--- src/rtl/hazard_pkg.sv ---
// Shared constants and types for the pipeline hazard unit.
package hazard_pkg;

  // Forwarding mux selects for the E-stage ALU operands
  localparam logic [1:0] FWD_RF  = 2'b00;
  localparam logic [1:0] FWD_WB  = 2'b01;
  localparam logic [1:0] FWD_MEM = 2'b10;

  // MUL/DIV occupancy tracker states
  typedef enum logic {
    MD_IDLE,
    MD_BUSY
  } mdState_t;

endpackage

--- src/rtl/md_occupancy_tracker.sv ---
// Tracks how long the multi-cycle MUL/DIV unit stays occupied after an issue.
// The issue cycle itself is covered by the caller through MdStartE, so the
// BUSY state lasts MD_LATENCY-1 cycles after the issuing edge.
module md_occupancy_tracker
  import hazard_pkg::*;
#(
  parameter int MD_LATENCY = 8
) (
  input  logic clk,
  input  logic reset_n,
  input  logic MdStartE,
  output logic MdBusy
);

  localparam logic [7:0] START_CNT = (MD_LATENCY > 1) ? 8'(MD_LATENCY - 2) : 8'd0;

  mdState_t   state;
  mdState_t   nextState;
  logic [7:0] mdCnt;
  logic [7:0] nextCnt;

  // State and down-counter registers; reset abandons any operation in flight
  always_ff @(posedge clk or negedge reset_n) begin
    if (!reset_n) begin
      state <= MD_IDLE;
      mdCnt <= 8'd0;
    end else begin
      state <= nextState;
      mdCnt <= nextCnt;
    end
  end

  // Next-state logic: an issue loads the remaining busy cycles, BUSY counts down to zero
  always_comb begin
    nextState = state;
    nextCnt   = mdCnt;
    case (state)
      MD_IDLE: begin
        if (MdStartE && (MD_LATENCY > 1)) begin
          nextState = MD_BUSY;
          nextCnt   = START_CNT;
        end
      end
      MD_BUSY: begin
        if (MdStartE) begin
          nextCnt = START_CNT;
        end else if (mdCnt != 8'd0) begin
          nextCnt = mdCnt - 8'd1;
        end else begin
          nextState = MD_IDLE;
        end
      end
      default: begin
        nextState = MD_IDLE;
        nextCnt   = 8'd0;
      end
    endcase
  end

  assign MdBusy = (state == MD_BUSY);

`ifndef SYNTHESIS
  // A new issue while busy means the stall logic upstream let something through
  always @(posedge clk) begin
    if (reset_n && (state == MD_BUSY) && MdStartE)
      $error("md_occupancy_tracker: MdStartE asserted while MUL/DIV unit busy");
  end
`endif

endmodule

--- src/rtl/hazard_unit_mc.sv ---
// Pipeline hazard unit: forwarding selects, load-use / branch / MUL-DIV stalls,
// and a saturating count of stalled cycles.
module hazard_unit_mc
  import hazard_pkg::*;
#(
  parameter int REG_AW     = 5,
  parameter int MD_LATENCY = 8,
  parameter int CNT_W      = 32
) (
  input  logic              clk,
  input  logic              reset_n,
  input  logic              BranchD,
  input  logic [REG_AW-1:0] RsD,
  input  logic [REG_AW-1:0] RtD,
  input  logic [REG_AW-1:0] RsE,
  input  logic [REG_AW-1:0] RtE,
  input  logic [REG_AW-1:0] WriteRegE,
  input  logic [REG_AW-1:0] WriteRegM,
  input  logic [REG_AW-1:0] WriteRegW,
  input  logic              RegWriteE,
  input  logic              RegWriteM,
  input  logic              RegWriteW,
  input  logic              MemtoRegE,
  input  logic              MemtoRegM,
  input  logic              MdStartE,
  input  logic              MdOpD,
  output logic              StallF,
  output logic              StallD,
  output logic              FlushE,
  output logic              ForwardAD,
  output logic              ForwardBD,
  output logic [1:0]        ForwardAE,
  output logic [1:0]        ForwardBE,
  output logic              MdBusy,
  output logic [CNT_W-1:0]  StallCount
);

  logic mValid;
  logic wValid;
  logic eValid;
  logic lwStall;
  logic brStall;
  logic mdStall;
  logic anyStall;

  md_occupancy_tracker #(
    .MD_LATENCY(MD_LATENCY)
  ) mdTracker (
    .clk     (clk),
    .reset_n (reset_n),
    .MdStartE(MdStartE),
    .MdBusy  (MdBusy)
  );

  assign mValid = RegWriteM && (WriteRegM != '0);
  assign wValid = RegWriteW && (WriteRegW != '0);
  assign eValid = RegWriteE && (WriteRegE != '0);

  // E-stage operand forwarding, the younger M result wins over W
  always_comb begin
    ForwardAE = FWD_RF;
    ForwardBE = FWD_RF;
    if (mValid && (WriteRegM == RsE))      ForwardAE = FWD_MEM;
    else if (wValid && (WriteRegW == RsE)) ForwardAE = FWD_WB;
    if (mValid && (WriteRegM == RtE))      ForwardBE = FWD_MEM;
    else if (wValid && (WriteRegW == RtE)) ForwardBE = FWD_WB;
  end

  // D-stage comparator forwarding only ever needs ALUOutM
  always_comb begin
    ForwardAD = mValid && (WriteRegM == RsD);
    ForwardBD = mValid && (WriteRegM == RtD);
  end

  // Hazard detection; all sources OR into one stall that is held off during reset
  always_comb begin
    lwStall  = MemtoRegE && eValid && ((WriteRegE == RsD) || (WriteRegE == RtD));
    brStall  = BranchD &&
               ((eValid && ((WriteRegE == RsD) || (WriteRegE == RtD))) ||
                (MemtoRegM && (WriteRegM != '0) &&
                 ((WriteRegM == RsD) || (WriteRegM == RtD))));
    mdStall  = MdOpD && (MdBusy || MdStartE);
    anyStall = reset_n && (lwStall || brStall || mdStall);
    StallF   = anyStall;
    StallD   = anyStall;
    FlushE   = anyStall;
  end

  // Stall-cycle performance counter, pinned at all-ones once full
  always_ff @(posedge clk or negedge reset_n) begin
    if (!reset_n) begin
      StallCount <= '0;
    end else if (StallD && (StallCount != {CNT_W{1'b1}})) begin
      StallCount <= StallCount + CNT_W'(1);
    end
  end

endmodule

--- config.mk ---
export PLATFORM = sky130hd
export DESIGN_NAME = hazard_unit_mc
export DESIGN_NICKNAME = d
export VERILOG_FILES = /design/src/rtl/hazard_pkg.sv /design/src/rtl/md_occupancy_tracker.sv /design/src/rtl/hazard_unit_mc.sv
export SDC_FILE = /design/constraint.sdc
export NUM_CORES = 1
export LEC_CHECK = 0
export BUFFER_PORTS_ARGS = -buffer_cell sky130_fd_sc_hd__buf_2
export CAP_MARGIN = 40
export CELL_PAD_IN_SITES_DETAIL_PLACEMENT = 0
export CELL_PAD_IN_SITES_GLOBAL_PLACEMENT = 1
export CORE_ASPECT_RATIO = 1.75
export CORE_MARGIN = 2
export CORE_UTILIZATION = 35
export CTS_BUF_LIST = sky130_fd_sc_hd__clkbuf_8
export CTS_CLUSTER_SIZE = 12
export DETAILED_ROUTE_END_ITERATION = 6
export GPL_TIMING_DRIVEN = 0
export PLACE_DENSITY_LB_ADDON = 0.1
export SLEW_MARGIN = 20
export SYNTH_ARGS = -nofsm -noshare
export SYNTH_HDL_FRONTEND = slang
export SYNTH_SLANG_ARGS = --single-unit
--- constraint.sdc ---
create_clock -name clk -period 2 [get_ports clk]
set_input_delay 0.4 -clock clk [delete_from_list [all_inputs] [get_ports clk]]
set_output_delay 0.4 -clock clk [all_outputs]
set_load 0.02 [all_outputs]
# [After elaboration in Yosys (flattened, before gate mapping)]
# Index checks and enable logic that the tools add are counted.
# Widths: inputs -> output; s select.
[word_totals] inputBits=45 elab_cells=58 regBits=41 out_inout_bits=42
[op_classes] n_reduce_logical=29 n_addsub=2 n_bitwise=1 mux=12 n_eq_ne=11
[op_table] cell="$eq 5x5->1" count=8
[op_table] cell="$add 32x1->32 const B" count=1
[op_table] cell="$ne 32x32->1 const B" count=1
[op_table] cell="$mux 8" count=3
[op_table] cell="$logic_and 1x1->1" count=18
[op_table] cell="$pmux 8 s2" count=1
[op_table] cell="$reduce_bool 5->1" count=3
[op_table] cell="$reduce_bool 8->1" count=1
[op_table] cell="$sub 8x1->8 const B" count=1
[op_table] cell="$logic_or 1x1->1" count=6
[op_table] cell="$mux 1" count=5
[op_table] cell="$mux 2" count=2
[op_table] cell="$ne 3x3->1 const B" count=1
[op_table] cell="$ne 2x2->1 const B" count=1
[op_table] cell="$pmux 1 s2" count=1
[op_table] cell="$reduce_and 2->1" count=1
[op_table] cell="$not 1->1" count=1

# [Logic depth before layout (Yosys ltp)]
# Gate-level depths: netlist of run 1.
[logic_depth] depth_word=9 ltp_mapped=9 depth_no_buf=8

# [By module]
# Synthesis of run 1 repeated with hierarchy kept, for this count alone.
[hier_totals] cells_unflattened=279 area_unflattened_um2=2672.6
[by_module_without_submodules] mod="hazard_unit_mc" seq_area_each_um2=800.8 area_each_um2=2162.1 cells_per_inst=231 instances=1
[by_module_without_submodules] mod="md_occupancy_tracker" seq_area_each_um2=225.2 area_each_um2=510.5 cells_per_inst=48 instances=1

# [Worst setup path after synthesis of run 1]
# No wires, ideal clock.
[synth_path] path_kind="input -> output" start="in WriteRegM[1]" end="out ForwardAE[0]" path_buffers=1 path_stages=5 arrival_time_ns=2.338 required_time_ns=1.600 setup_slack_ns=-0.738 path_cell_list="buf_4 -> or4_4 -> o21ai_0 -> nor4_1 -> nor4_1"
[synth_via] elab_chain_len=4 elab_cells_between_ends=5 classes_between="eq/ne: 1; mux: 1; reduce/logical: 3"
[synth_rtl] item="start, declared" line_no="hazard_unit_mc.sv:18" text="input logic [REG_AW-1:0] WriteRegM,"
[synth_rtl] item="$reduce_bool 5->1" line_no="hazard_unit_mc.sv:55" text="assign mValid = RegWriteM && (WriteRegM != '0);"
[synth_rtl] item="$logic_and 1x1->1" line_no="hazard_unit_mc.sv:55"
[synth_rtl] item="$logic_and 1x1->1 *" line_no="hazard_unit_mc.sv:63" text="if (mValid && (WriteRegM == RsE)) ForwardAE = FWD_MEM;"
[synth_rtl] item="$mux 2 *" line_no="hazard_unit_mc.sv:63"
[synth_rtl] item="end, declared" line_no="hazard_unit_mc.sv:32" text="output logic [1:0] ForwardAE,"
# Every way passes the cells marked *; elsewhere a longest branch is shown, timed or not.

# [Worst setup path in the final report of run 1]
[layout_path] start="in WriteRegM[4]" end="out StallF"
[layout_via] elab_chain_len=8 elab_cells_between_ends=11 classes_between="eq/ne: 2; reduce/logical: 9"
[layout_rtl] item="$eq 5x5->1 / $reduce_bool 5->1 (equally long branches)" line_no="hazard_unit_mc.sv:81, hazard_unit_mc.sv:80"
[layout_rtl] item="$logic_or 1x1->1 / $logic_and 1x1->1 (equally long branches)" line_no="hazard_unit_mc.sv:81, hazard_unit_mc.sv:80"
[layout_rtl] item="$logic_and 1x1->1 *" line_no="hazard_unit_mc.sv:80" text="(MemtoRegM && (WriteRegM != '0) &&"
[layout_rtl] item="$logic_or 1x1->1 *" line_no="hazard_unit_mc.sv:79" text="((eValid && ((WriteRegE == RsD) || (WriteRegE == RtD))) ||"
[layout_rtl] item="$logic_and 1x1->1 *" line_no="hazard_unit_mc.sv:78" text="brStall = BranchD &&"
[layout_rtl] item="$logic_or 1x1->1 * (2 in a row)" line_no="hazard_unit_mc.sv:83" text="anyStall = reset_n && (lwStall || brStall || mdStall);"
[layout_rtl] item="$logic_and 1x1->1 *" line_no="hazard_unit_mc.sv:83"
[layout_rtl] item="end, declared" line_no="hazard_unit_mc.sv:27" text="output logic StallF,"
# Marks and branches as above.

==> flow_summary.yaml, run 1 <==
die:
  io-pin-count: 87
  core_sq_um: 7233
  die_y_um: 118.2
  dieArea_sq_um: 8183
  die_width_um: 69.25
  start_util_pct: 36.05
  fp-row-count: 41
detailed_routing:
  firstDrtPassIters: 4
  routed_wl_um: 7209
  remaining_drc_errors: 0
  wl_per_cell_um: 15.60
  dr_total_vias: 2313
  viasPerCell: 5.006
  drtIter0Drc: 38
  ant_nets: 0
global_route:
  track_usage_pct: 17.87
  grt_pass1_vias: 2260
  antenna_found_initial: 0
  grt_overflow: 0
  grt_first_pass_wirelength_um: 11650
  grt_max_degree: 27
yosys:
  ys_types: 42
  yosysWarningCount: 0
  synthCells: 263
  netlist_area_sq_um: 2608
  syn_nets: 310
  syn_avg_cell_area_sq_um: 9.914
  seq_area_frac_synth_pct: 39.35
  synth-seq-cells: 41
setup_path:
  cp_max_fo: 5
  end_kind: "output port"
  rrSetupSlack_ns: 0.03
  crit_required_ns: 1.60
  cp.arrival_ns: 1.71
  startpoint_type: "input port"
  path_class: "in2out"
outcome:
  status: "finished with violations"
  violations: "negative setup slack"
pwr:
  power.density_nw_per_um2: 636.4
  peakVddDrop_mv: 0.5680
  p_leak_nw: 1.692
sta:
  setup_viol: 17
  slew_violations: 0
  skew_ns: 0.006165
  fin_crit_sh_pct: 105.5
  max_freq_mhz: 473.9
  relSlewSlack_pct: 52.63
  grt_setup_unrepaired: "true"
  hold_viol_final: 0
  hold_slack_ns: 0.07402
  worst_slew_pin_slew_ns: 0.7082
  period_minus_slack_ns: 2.110
  setup_slack_ns: -0.1103
finish:
  drive_above_1_share_pct: 43.09
  n_antenna_cell: 0
  final_common_cell: "buf_2"
  fill_cells: 731
  mostFrequentLayoutCells: "71 x buf_2, 54 x xnor2_1, 37 x dfrtp_1, 22 x buf_4, 21 x xor2_1"
  nets: 422
  area_delta_synth_final_pct: 43.38
clock_network:
  cts_made_buffers: 5
  clkLatencyLatePin_ns: 0.30
  cts_tree: "yes"
  root_buffer: "clkbuf_8"
  cts_sinks: 41
  clockBufferDepth: 2
  htreeDepth: 2
  cts.clk_slew.worst_paths_ns: 0.07
flow_run:
  drv_cap: 0
placed_design:
  place_ws_ns: -0.2481
  hpwl_um: 5500
  io_buffer_count: 80
  place_congestion: 0.7922
worst_hold_path:
  hold_class: "in2async"
[registers in the layout (all words and copies together) (netlist names)]
signal,flops
mdTracker.mdCnt,8
StallCount,32
mdTracker.MdBusy,1
[Yosys cell counts]
master / instances / share of area (%)
xnor2_1: 54 / 18
dfrtp_1: 41 / 39
xor2_1: 22 / 7.4
nand2_1: 20 / 2.9
nand3_1: 16 / 3.1
nand4_1: 14 / 3.4
nor2_1: 12 / 1.7
and3_1: 11 / 2.6
nor4_1: 7 / 1.7
and4_1: 6 / 2.0
buf_4: 5 / 1.4
a21oi_1: 4 / 0.77
inv_1: 4 / 0.58
nor3_1: 4 / 0.77
or4_1: 4 / 1.2
and2_1: 3 / 0.72
buf_6: 3 / 1.3
o21ai_0: 3 / 0.58
a21oi_4: 2 / 1.2
a31oi_1: 2 / 0.48
ha_1: 2 / 0.96
nand2b_1: 2 / 0.48
nor2b_1: 2 / 0.48
nor3_2: 2 / 0.77
a211o_1: 1 / 0.34
a211o_2: 1 / 0.38
and2b_2: 1 / 0.34
buf_1: 1 / 0.14
buf_2: 1 / 0.19
clkbuf_8: 1 / 0.53
mux2_4: 1 / 0.58
nand3b_1: 1 / 0.29
nand4_2: 1 / 0.48
nor3b_1: 1 / 0.29
nor4_2: 1 / 0.48
o211a_1: 1 / 0.38
o211ai_1: 1 / 0.29
o21ai_1: 1 / 0.19
o22ai_1: 1 / 0.24
or2_2: 1 / 0.24
or3_1: 1 / 0.24
or4_4: 1 / 0.43
[critical path, cell delays in order]
cell	delay, ns
buf_6	0.11
xor2_1	0.14
nor3_2	0.22
nand3_1	0.16
a211o_4	0.40
nand2_8	0.08
buf_6	0.09
buf_6	0.10
[worst paths after layout]
check / end / start / cells past startpoint
worst max-delay path: StallF / WriteRegM[4] / 8
worst min-delay path: StallCount[3] / reset_n / 2
worst max register to register: StallCount[1] / StallCount[15] / 7
max in group asynchronous: StallCount[26] / reset_n / 2
worst min register to register: StallCount[17] / StallCount[17] / 1
min in group clk: mdTracker.mdCnt[0] / MdStartE / 2
[report_power, final]
group	switching, mW	leakage (nW)	total [mW]	internal, mW
Clock	0.295	0.0542	0.607	0.312
Sequential	0.112	0.542	1.03	0.922
Combinational	0.391	1.10	0.739	0.347
Total	0.798	1.69	2.38	1.58
[final cells by class]
| type | count | area, sq um | share of cell area [%] |
|---|---|---|---|
| Buffer | 11 | 128.9 | 3.447 |
| Multi-Input combinational cell | 207 | 1677 | 44.85 |
| Timing Repair Buffer | 105 | 678.2 | 18.14 |
| Sequential cell | 41 | 1031 | 27.58 |
| Clock inverter | 1 | 5.005 | 0.1339 |
| Tap cell | 86 | 107.6 | 2.878 |
| Inverter | 4 | 15.01 | 0.4016 |
| Clock buffer | 7 | 96.34 | 2.577 |
[routing by layer]
metal / track usage [%] / part of all wire, %
met5: 0 / 0
met4: 6.863 / 2.0
met3: 4.263 / 4.9
met1: 19.33 / 38
met2: 32.87 / 55
[timing repair]
item	4_1_cts	5_1_grt
hold buffers	1	0
gates resized for setup	24	29
cloned	0	1
setup endpoints to repair	28	26
buffers inserted	5	17
pin swaps	8	14
hold endpoints to repair	15	0
[logic make-up (layout without fill, tap and decap cells)]
group                    Yosys count  count (layout)  synth area share (%)
flip-flops                        41              41                 39.35
multiplexers                       1               1                0.5756
AND/OR/NAND/NOR                  111             111                 24.52
AO/OA/AOI/OAI                     17              17                 4.894
XOR/XNOR                          76              76                 25.53
buffers and inverters             15             128                 4.174
adder cells (fa/ha/maj)            2               2                0.9595
[per-stage QoR]
step | util, % | power, mW | cell area [sq um] | std cells | TNS, ns
detailed placement | 44.73 | 1.706 | 3236 | 430 | -6.116
global placement | 44.46 | 1.689 | 3216 | 429 | -21.15
finish | 51.69 | 2.379 | 3739 | 462 | -0.7757
CTS | 48.19 | 2.387 | 3486 | 444 | -0.5193
global route | 51.69 | 2.530 | 3739 | 462 | -1.760
floorplan | - | 1.471 | 2708 | 263 | -0.1129
Power figures use the tool's default switching activity.
==> run 2, diff against run 1 <==
- CORE_UTILIZATION: 35 -> 34
- CTS_BUF_LIST: sky130_fd_sc_hd__clkbuf_8 -> default
==> run 2 against run 1 <==
Compared with the run above:
- the flow still finishes with violations (negative setup slack)
- die area rose by 2.8%
- maximum frequency rose by 0.35%
- sequential share of layout area fell by 1.0 points
- clock skew fell by 0.0030 ns
- clock power rose by 56%
- sequential cell count did not move
- critical endpoint is now ForwardBD
- largest cell class unchanged
- highest routed layer unchanged
==> flow_summary.yaml, run 2 (same netlist as run 1, synthesis figures left out) <==
setup_path:
  cp_max_fo: 5
  path_class: "in2out"
  path_cells: "buf_12, or4_4, o21ai_4, buf_4, buf_6, nor2_1, buf_2"
  crit_slowest_cell: "or4_4"
  slowest_delay_ns: 0.53
  cp.arrival_ns: 1.70
  crit_required_ns: 1.60
  end_kind: "output port"
  startpoint_type: "input port"
clock_network:
  clkLatencyLatePin_ns: 0.28
  htreeDepth: 2
  cts_tree: "yes"
  root_buffer: "clkbuf_16"
  cts_made_buffers: 5
  clockBufferDepth: 2
  cts_sinks: 41
  cts.clk_slew.worst_paths_ns: 0.06
sta:
  fin_crit_sh_pct: 105.1
  hold_slack_ns: 0.06907
  slew_violations: 0
  relSlewSlack_pct: 70.08
  period_minus_slack_ns: 2.103
  setup_slack_ns: -0.1030
  max_freq_mhz: 475.5
  setup_viol: 12
  fin_tns_setup_ns: -0.5722
  grt_setup_unrepaired: "true"
  worst_slew_pin_slew_ns: 0.4488
  hold_viol_final: 0
  skew_ns: 0.003212
outcome:
  violations: "negative setup slack"
  status: "finished with violations"
detailed_routing:
  routed_wl_um: 7472
  ant_nets: 0
  drtIter0Drc: 44
  viasPerCell: 4.976
  dr_total_vias: 2314
  firstDrtPassIters: 3
  remaining_drc_errors: 0
  wl_per_cell_um: 16.07
finish:
  n_antenna_cell: 0
  area_delta_synth_final_pct: 48.66
  mostFrequentLayoutCells: "71 x buf_2, 53 x xnor2_1, 38 x dfrtp_1, 23 x buf_4"
  largest_register_ffs: 32
  drive_above_1_share_pct: 42.97
  final_common_cell: "buf_2"
  stdcell_area_sq_um: 3876
  regMostFlops: "StallCount"
  nets: 423
  fin_util_pct: 51.58
flow_run:
  drv_cap: 0
die:
  core_sq_um: 7515
  die_y_um: 119.9
  dieArea_sq_um: 8413
  die_width_um: 70.20
  io-pin-count: 87
  fp-row-count: 42
  start_util_pct: 34.70
placed_design:
  io_buffer_count: 80
  place_congestion: 0.7839
  dpl-instance-area_sq_um: 3246
  hpwl_um: 5324
worst_hold_path:
  hold_class: "in2async"
global_route:
  grt_overflow: 0
  track_usage_pct: 17.70
  antenna_found_initial: 0
  grt_max_degree: 25
  grt_pass1_vias: 2394
  grt_first_pass_wirelength_um: 11630
pwr:
  power.total_mw: 2.797
  peakVddDrop_mv: 0.6463
  power.density_nw_per_um2: 721.6
  p_leak_nw: 1.781
==> run 2: report_power, final <==
group	internal, mW	leakage (nW)	switching [mW]	total [mW]
Sequential	0.926	0.544	0.110	1.04
Clock	0.624	0.0841	0.322	0.946
Combinational	0.400	1.15	0.416	0.815
Total	1.95	1.78	0.848	2.80
==> run 2: layer usage <==
| layer | share of wire [%] | global-route usage, % | wire length (um) |
|---|---|---|---|
| met5 | 0 | 0 | 0 |
| met4 | 2.4 | 8.413 | 176 |
| met3 | 4.7 | 3.862 | 350 |
| met2 | 56 | 31.67 | 4175 |
| met1 | 37 | 19.56 | 2770 |
==> run 2: timing repair <==
action                                  CTS  global route
cloned                                    0             2
endpoints found under the setup margin   35            27
buffers inserted                          8            14
hold buffers                              1             0
resized for setup                        23            35
endpoints found under the hold margin    24             0
pin swaps                                 9            21
==> run 2: area by class of cell <==
| class | count | area (sq um) |
|---|---|---|
| repair buffers | 106 | 719.4 |
| flip-flops and latches | 41 | 1030 |
| well taps | 88 | 110.1 |
| clock buffers | 7 | 142.6 |
| inverters | 4 | 15.01 |
| plain buffers | 11 | 142.6 |
| fillers | 704 | 3638 |
| multi-input cells | 207 | 1687 |
| clock inverters | 1 | 30.03 |
==> run 2: worst max-delay path: cells and delay by family <==
kind / cells / cell delay, ns
AO/OA/AOI/OAI: 1 / 0.23
buffers and inverters: 4 / 0.51
AND/OR/NAND/NOR: 2 / 0.56
==> run 2: stage by stage <==
stage          std cells  worst slack, ns
3_5_place_dp         432          -0.5048
6_report             465          -0.1030
5_1_grt              465          -0.1688
4_1_cts              449          -0.1041
2_1_floorplan        263         -0.06244
3_3_place_gp         431          -0.6479
==> run 2: final timing paths <==
path | end | slack (ns) | start | cells past startpoint
worst min-delay path | StallCount[15] | 0.07 | reset_n | 2
max in group asynchronous | StallCount[26] | 1.76 | reset_n | 2
worst min register to register | StallCount[17] | 0.49 | StallCount[17] | 1
min in group clk | StallCount[17] | 0.49 | StallCount[17] | 1
worst max-delay path | ForwardBD | -0.10 | WriteRegM[2] | 7
worst max register to register | StallCount[1] | 0.03 | StallCount[14] | 7
==> run 3, diff against run 2 <==
- ABC_AREA: default -> 1
==> run 3 against run 2 <==
Compared with the run above:
- the flow now finishes without violations
- utilization down 3.5 points
- critical path type unchanged
- combinational power fell by 4.4%
- critical path depth grew 3
- count of clock-buffer cells in the layout shrank 2
- clock power down 14%
- via count grew 55%
- die area up 27%
- worst setup slack improved by 0.19 ns
==> flow_summary.yaml, run 3 <==
outcome:
  status: "complete, no violations"
placed_design:
  hpwl_um: 8211
  dpl-instance-area_sq_um: 3949
  place_ws_ns: -0.9999
  io_buffer_count: 81
  place_congestion: 0.8579
setup_path:
  cp.arrival_ns: 1.51
  startpoint_type: "input port"
  cp_max_fo: 5
  startpoint: "WriteRegM[4]"
  r2r_cells: 10
  r2r-end: "StallCount[4]"
  r2r-start: "StallCount[0]"
  rrSetupSlack_ns: 0.12
  crit_end: "StallD"
  path_class: "in2out"
  crit_required_ns: 1.60
  end_kind: "output port"
die:
  io-pin-count: 87
  die_y_um: 135.3
  dieArea_sq_um: 10680
  start_util_pct: 35.13
  fp-row-count: 47
  die_width_um: 79
  core_sq_um: 9527
finish:
  fill_cells: 1010
  seqCellArea_sq_um: 1026
  multiInputGateArea_sq_um: 2097
  stdcell_area_sq_um: 4578
  nets: 659
  regMostFlops: "StallCount"
  area_delta_synth_final_pct: 36.79
  largest_register_ffs: 32
  final_common_cell: "nand2_1"
  n_antenna_cell: 0
  mostFrequentLayoutCells: "153 x nand2_1, 65 x buf_2, 54 x inv_1, 43 x nor2_1, 41 x dfrtp_1"
  drive_above_1_share_pct: 28.87
yosys:
  yosysWarningCount: 0
  synth_edf_count: 0
  yosysTopAreaCell: "dfrtp_1"
  synth-adder-area-share_pct: 0.7477
  seq_area_frac_synth_pct: 30.65
  synth-compound-area-share_pct: 2.243
  yosysTopAreaCellShare_pct: 30.65
  syn_avg_cell_area_sq_um: 6.628
  synthFlopType: "dfrtp_1"
  ys_types: 33
  netlist_area_sq_um: 3347
  synthTopCellsByCount: "163 x nand2_1, 64 x inv_1, 49 x nor2_1"
  synthXorXnorAreaFrac_pct: 12.04
  synth_simple_gate_area_share_pct: 43.33
  async_flop_share_pct: 100.0
  syn_nets: 552
  synth_top_family_by_area: "simple AND/OR/NAND/NOR gates"
  synth_mux_area_share_pct: 0
  post-synth-top-count-cell: "nand2_1"
  netlist_top_cells_area: "dfrtp_1 31%, nand2_1 18%, inv_1 7.2%, nand4_1 7.1%, xnor2_1 6.3%"
  synth-seq-cells: 41
  synthCells: 505
detailed_routing:
  wl_per_cell_um: 14.74
  routed_wl_um: 10840
  remaining_drc_errors: 0
  firstDrtPassIters: 4
  dr_total_vias: 3594
  ant_nets: 0
  viasPerCell: 4.890
  drtIter0Drc: 158
sta:
  period_minus_slack_ns: 1.909
  skew_ns: 0.008252
  slew_violations: 0
  worst_slew_pin_slew_ns: 0.6180
  fin_crit_sh_pct: 95.46
  fin_tns_setup_ns: 0
  max_freq_mhz: 523.8
  setup_viol: 0
  setup_slack_ns: 0.09080
  relSlewSlack_pct: 58.80
  hold_viol_final: 0
clock_network:
  cts.clk_slew.worst_paths_ns: 0.06
  cts_made_buffers: 5
  cts_sinks: 41
  root_buffer: "clkbuf_16"
  htreeDepth: 2
  clkLatencyLatePin_ns: 0.29
  clockBufferDepth: 2
  cts_tree: "yes"
pwr:
  power.total_mw: 2.572
  peakVddDrop_mv: 0.4837
  p_leak_nw: 2.380
  power.density_nw_per_um2: 561.7
flow_run:
  drv_cap: 0
global_route:
  grt_overflow: 0
  antenna_found_initial: 0
  track_usage_pct: 20.09
  grt_first_pass_wirelength_um: 16770
  grt_max_degree: 25
  grt_pass1_vias: 3464
worst_hold_path:
  hold_class: "in2async"
-- run 3: how the worst min path moves through the flow --
stage | slack (ns) | endpoint | start | cells after the start
after floorplan | 0.10 | StallCount[0] | reset_n | 0
after global placement | 0.50 | StallCount[22] | StallCount[22] | 2
after detailed placement | 0.47 | mdTracker.mdCnt[4] | reset_n | 1
after CTS | 0.02 | mdTracker.mdCnt[5] | reset_n | 2
after global routing | 0.03 | mdTracker.mdCnt[5] | reset_n | 2
final | 0.02 | mdTracker.mdCnt[5] | reset_n | 2
-- run 3: kinds of logic after synthesis --
group,after synthesis
AO/OA/AOI/OAI,13
adder cells (fa/ha/maj),2
buffers and inverters,85
flip-flops,41
AND/OR/NAND/NOR,318
XOR/XNOR,46
-- run 3: layer usage --
layer	global-route usage [%]	share of wire (%)	vias to the layer above
met5	0	0	-
met4	6.801	2.0	0
met3	2.733	4.0	12
met2	39.64	57	85
met1	21.10	37	1681
li1	-	-	1816
-- run 3: what timing repair did --
action                                  in CTS  in global routing
buffers inserted                             9                  9
endpoints found under the setup margin      35                 41
pin swaps                                    9                 32
gates resized for setup                     27                 78
hold endpoints to repair                    24                  0
hold buffers                                 1                  0
-- run 3: critical path: stages --
cell,delay [ns]
clkbuf_4,0.17
xnor2_2,0.19
nand3_2,0.10
nand2_1,0.08
nand2_1,0.05
nand2_1,0.06
nand2_2,0.08
a21boi_4,0.16
buf_6,0.11
buf_6,0.10
-- run 3: cell type report --
type	count	share of cell area, %
multi-input cells	379	45.80
clock inverters	3	0.3826
clock buffers	5	2.733
well taps	122	3.334
inverters	65	5.603
flip-flops and latches	41	22.41
repair buffers	101	15.47
plain buffers	19	4.263
-- run 3: stage by stage --
step,std cells,hold WS [ns],util [%]
2_1_floorplan,505,0.1044,-
3_3_place_gp,708,0.4983,41.16
3_5_place_dp,709,0.4676,41.45
4_1_cts,726,0.02477,44.79
5_1_grt,735,0.03018,48.06
6_report,735,0.02262,48.06
-- run 3: power by group --
group / switching (mW) / total, mW / internal (mW)
clock network: 0.353 / 0.811 / 0.458
registers: 0.0790 / 0.982 / 0.903
logic: 0.440 / 0.779 / 0.339
total: 0.872 / 2.57 / 1.70
